--- src/rtl/prog_clk_div.sv ---
// Multi-channel programmable clock divider with shadowed configuration.
// Each channel produces a divided clock, a period tick and a pending flag.
module prog_clk_div #(
    parameter int CHANNELS    = 4,
    parameter int WIDTH       = 26,
    parameter int DEFAULT_DIV = 50_000_000
) (
    input  logic                                         clk,
    input  logic                                         rst_n,
    input  logic [CHANNELS-1:0]                          en,
    input  logic                                         sync_restart,
    input  logic                                         wr_en,
    input  logic [$clog2(CHANNELS > 1 ? CHANNELS : 2)-1:0] wr_ch,
    input  logic [WIDTH-1:0]                             wr_div,
    input  logic [WIDTH-1:0]                             wr_high,
    output logic [CHANNELS-1:0]                          out,
    output logic [CHANNELS-1:0]                          tick,
    output logic [CHANNELS-1:0]                          pending
);

    localparam int CW = $clog2(CHANNELS > 1 ? CHANNELS : 2);
    localparam logic [WIDTH-1:0] RST_DIV  = WIDTH'(DEFAULT_DIV);
    localparam logic [WIDTH-1:0] RST_HIGH = WIDTH'(DEFAULT_DIV / 2);
    localparam logic [WIDTH-1:0] MIN_DIV  = WIDTH'(2);

    logic [WIDTH-1:0] wdiv;

    // Divisors below 2 cannot form a period; raise them to 2.
    always_comb begin
        wdiv = (wr_div < MIN_DIV) ? MIN_DIV : wr_div;
    end

    for (genvar i = 0; i < CHANNELS; i++) begin : g_ch
        logic [WIDTH-1:0] act_div;
        logic [WIDTH-1:0] act_high;
        logic [WIDTH-1:0] sh_div;
        logic [WIDTH-1:0] sh_high;
        logic [WIDTH-1:0] phase;
        logic [WIDTH-1:0] p_next;
        logic [WIDTH-1:0] nxt_high;
        logic             parked;
        logic             pend;
        logic             o;
        logic             t;
        logic             hit;
        logic             wrap;

        // Out-of-range channel numbers never match, so such writes drop.
        assign hit = wr_en && (wr_ch == CW'(i));

        // Period boundary detection and the high count for a new period.
        always_comb begin
            wrap     = parked | sync_restart | (phase >= act_div - 1'b1);
            p_next   = phase + 1'b1;
            nxt_high = pend ? sh_high : act_high;
        end

        // Phase, configuration and registered outputs of one channel.
        always_ff @(posedge clk or negedge rst_n) begin
            if (!rst_n) begin
                act_div  <= RST_DIV;
                act_high <= RST_HIGH;
                sh_div   <= RST_DIV;
                sh_high  <= RST_HIGH;
                phase    <= '0;
                parked   <= 1'b1;
                pend     <= 1'b0;
                o        <= 1'b0;
                t        <= 1'b0;
            end else if (!en[i]) begin
                parked <= 1'b1;
                phase  <= '0;
                o      <= 1'b0;
                t      <= 1'b0;
                if (hit) begin
                    act_div  <= wdiv;
                    act_high <= wr_high;
                    sh_div   <= wdiv;
                    sh_high  <= wr_high;
                    pend     <= 1'b0;
                end
            end else begin
                parked <= 1'b0;
                if (wrap) begin
                    phase <= '0;
                    t     <= 1'b1;
                    o     <= (nxt_high != '0);
                    pend  <= 1'b0;
                    if (pend) begin
                        act_div  <= sh_div;
                        act_high <= sh_high;
                    end
                end else begin
                    phase <= p_next;
                    t     <= 1'b0;
                    o     <= (p_next < act_high);
                end
                if (hit) begin
                    sh_div  <= wdiv;
                    sh_high <= wr_high;
                    pend    <= 1'b1;
                end
            end
        end

        assign out[i]     = o;
        assign tick[i]    = t;
        assign pending[i] = pend;
    end

endmodule
--- config.mk ---
export PLATFORM = sky130hd
export DESIGN_NAME = prog_clk_div
export DESIGN_NICKNAME = d
export VERILOG_FILES = /design/src/rtl/prog_clk_div.sv
export SDC_FILE = /design/constraint.sdc
export NUM_CORES = 1
export LEC_CHECK = 0
export ABC_AREA = 1
export BUFFER_PORTS_ARGS = -buffer_cell sky130_fd_sc_hd__buf_2
export CAP_MARGIN = 5
export CORE_ASPECT_RATIO = 1.2
export CORE_MARGIN = 1.5
export CORE_UTILIZATION = 30
export CTS_BUF_LIST = sky130_fd_sc_hd__clkbuf_8
export DETAILED_ROUTE_END_ITERATION = 8
export MAX_ROUTING_LAYER = met4
export PLACE_DENSITY = 0.52
export SYNTH_ARGS = -nofsm -noshare
export SYNTH_HDL_FRONTEND = slang
export SYNTH_SLANG_ARGS = --single-unit
export TNS_END_PERCENT = 20
--- constraint.sdc ---
create_clock -name clk -period 4.01 [get_ports clk]
set_input_delay 0.2005 -clock clk [delete_from_list [all_inputs] [get_ports clk]]
set_output_delay 0.2005 -clock clk [all_outputs]
set_load 0.02 [all_outputs]
==> results.py <==
metrics = {
    "power": {
        "peakVddDrop_v": 0.000245,
        "power.density_nw_per_um2": 429,
        "power_leakage_nw": 18.9,
        "power_mw": 16.5,
    },
    "timing": {
        "relSlewSlack_pct": 33.0,
        "final-setup-viol-count": 0,
        "maxSlewViolCount": 0,
        "timing.fmax_mhz": 276,
        "finalCriticalPeriod_ns": 3.62,
        "min_period_over_period_pct": 90.3,
        "rsz0062_at_grt": "false",
        "final.setup.tns_ns": 0,
        "worst_pin_slew_ns": 1.00,
        "fin_hold_ws_ns": 0.0952,
        "finalClockSkew_ns": 0.0397,
        "hold_viol_final": 0,
    },
    "die": {
        "core_area_sq_um": 111000,
        "dieArea_sq_um": 115000,
        "num_rows": 134,
        "pin_count": 74,
        "dieHeight_microns": 371,
        "die_w_microns": 310,
        "start_util_pct": 30.4,
    },
    "logic_synthesis": {
        "synth_area_leaders": "dfrtp_1 (25%), dfstp_2 (15%), nand2_1 (15%)",
        "synthCells": 4537,
        "synth_edf_count": 0,
        "synthArstFlopShare_pct": 100,
        "synthTopCellsByCount": "nand2_1 (1,317), o21ai_0 (546), inv_1 (507)",
        "synth_top_flop_cell": "dfrtp_1",
        "synth-seq-cells": 536,
        "synth_top_area_share_pct": 25.1,
        "netlist_area_sq_um": 33800,
        "synth_cell_types": 54,
        "yosysTopAreaCell": "dfrtp_1",
        "synth.most_common_cell": "nand2_1",
        "yosysSeqAreaShare_pct": 40.4,
        "syn_area_per_cell_sq_um": 7.46,
        "yosysWarningCount": 0,
        "synth_fp_nets": 4811,
    },
    "worst_setup_path": {
        "cpPeakStageDelay_ns": 0.37,
        "required_ns": 4.70,
        "cpMaxStageDelayCell": "dfrtp_1",
        "r2r-start": "g_ch[3].act_div[0]",
        "worstReg2RegEnd": "g_ch[3].act_high[11]",
        "cp-endpoint": "g_ch[3].act_high[11]",
        "cp_top_family": "simple AND/OR/NAND/NOR gates",
        "worst-path-max-fanout": 25,
        "cp-start-kind": "flip-flop",
        "critPathCaptureType": "flip-flop",
        "worstSetupPathDepth": 22,
        "startpoint": "g_ch[3].act_div[0]",
        "path_class": "reg2reg",
        "arrival_ns": 4.31,
        "crit_buf_inv": 4,
        "cpMostUsedCell": "nand2_1",
        "path_cells": "inv_1 -> ha_1 -> nand2_1 -> nor3_1 -> nand2_1 -> nor3_1 -> nand3b_1 -> nor2_1 -> inv_1 -> o21ai_0 -> inv_1 -> ha_1 -> nand2_1 -> a21oi_1 -> nor2_1 -> nand2_1 -> a21oi_2 -> nand4_4 -> nand2_4 -> buf_4 -> nand3_1 -> nand2_1",
        "r2r_setup_slack_ns": 0.39,
        "worst-r2r-cell-count": 22,
    },
    "cells_and_area": {
        "multi_input_area_sq_um": 17300,
        "drive_gt1_share_pct": 12.2,
        "area_delta_synth_final_pct": 13.3,
        "fill_cells": 11900,
        "register_area_sq_um": 13700,
        "nets": 4897,
    },
    "clocking": {
        "cts_setup_buffers": 0,
        "cts_buffer_depth": 3,
        "cts_tree": "built",
        "clkTransAtPathRegs_ns": 0.06,
        "clk_latency_ns": 0.76,
        "cts_sinks": 536,
        "htreeDepth": 3,
        "cts-buffers-inserted": 95,
        "cts-root-buf": "clkbuf_8",
    },
    "status": {
        "status": "complete, no violations",
    },
    "detailed_routing": {
        "drt_iter0_drc": 1997,
        "post_drt_via_cell_ratio": 4.82,
        "first_pass_iters": 6,
        "drt_wl_total_mm": 113,
        "vias": 29900,
        "ant_nets": 0,
        "wl_per_cell_microns": 18.2,
        "drcViolationCount": 0,
    },
    "job": {
        "cap_violations": 0,
    },
    "global_routing": {
        "grt_use_total_pct": 20.4,
        "first_global_vias": 29100,
        "grt_max_degree": 104,
        "antenna_found_initial": 8,
        "overflow": 0,
        "grt_first_pass_wirelength_mm": 174,
    },
    "min_path": {
        "hp-class": "in2async",
    },
    "placement": {
        "portBuffers": 73,
        "place_congestion": 0.901,
        "hpwl_mm": 81.9,
    },
}
[cell usage in the layout, fill, tap and decap left out, types with 44 or more instances in the layout]
master | netlist | routed
o21ai_0 | 546 | 546
nand3_1 | 186 | 186
clkbuf_8 | 0 | 116
nand4_1 | 167 | 167
inv_1 | 507 | 540
dlygate4sd3_1 | 0 | 61
nand2_1 | 1317 | 1315
a21oi_1 | 87 | 87
nor3_1 | 62 | 62
nor2_1 | 355 | 355
buf_2 | 50 | 72
dfstp_2 | 196 | 196
buf_4 | 25 | 45
xnor2_1 | 44 | 44
dfrtp_1 | 340 | 340
ha_1 | 212 | 212
xor2_1 | 116 | 116
[report_power, final]
part	internal, mW	switching (mW)
sequential	6.45	0.661
clock	3.08	2.57
combinational	1.24	2.44
total	10.8	5.67
[kinds of logic after synthesis]
family / Yosys count / synth area share, %
and+or+nand+nor: 2218 / 28.5
buffers and inverters: 720 / 8.60
AOI/OAI and AO/OA: 688 / 10.4
DFF: 536 / 40.4
adders and majority gates: 212 / 7.84
xor gates and xnor gates: 162 / 4.27
muxes: 1 / 0.0296
[repair_timing]
action	CTS	global route
resized for setup	0	4
hold buffers	61	0
setup endpoints to repair	0	59
hold endpoints to repair	286	0
[cell type report]
| cell class | count | area share (%) |
|---|---|---|
| well taps | 1496 | 4.88 |
| inverters | 524 | 5.13 |
| clock buffers | 116 | 4.16 |
| multi-input cells | 3281 | 45.1 |
| flip-flops and latches | 536 | 35.6 |
| clock inverters | 63 | 1.24 |
| diodes | 6 | 0.0392 |
| repair buffers | 185 | 3.77 |
[worst min path at each step]
stage	from	end	slack [ns]	cells past startpoint
5_1_grt	rst_n	g_ch[2].sh_high[10]	0.11	2
4_1_cts	rst_n	g_ch[2].act_high[25]	0.04	2
3_5_place_dp	rst_n	g_ch[2].sh_high[3]	0.30	1
2_1_floorplan	rst_n	g_ch[0].act_div[0]	-0.1	0
6_report	rst_n	g_ch[2].act_high[7]	0.1	2
3_3_place_gp	rst_n	g_ch[2].act_high[2]	0.29	1
[metrics by stage]
| step | instance area [sq um] | util, % | worst slack (ns) | cells |
|---|---|---|---|---|
| floorplan | 33800 | - | 0.966 | 4537 |
| global placement | 35600 | 31.9 | 0.304 | 5961 |
| detailed placement | 35600 | 31.9 | 0.278 | 5961 |
| CTS | 38300 | 34.3 | 0.267 | 6201 |
| global route | 38300 | 34.4 | 0.00423 | 6204 |
| finish | 38300 | 34.4 | 0.390 | 6207 |
[registers in the layout (all words and copies together), names as in the netlist, 104 cells and up]
register       cells
g_ch.act_div     104
g_ch.act_high    104
g_ch.phase       104
g_ch.sh_div      104
g_ch.sh_high     104
[per-layer routing]
layer / global-route usage [%] / part of all wire (%)
met4: 6.66 / 3.0
met3: 2.28 / 4.1
met2: 33.9 / 49
met5: - / 0
met1: 25.7 / 44
Power figures use the tool's default switching activity.
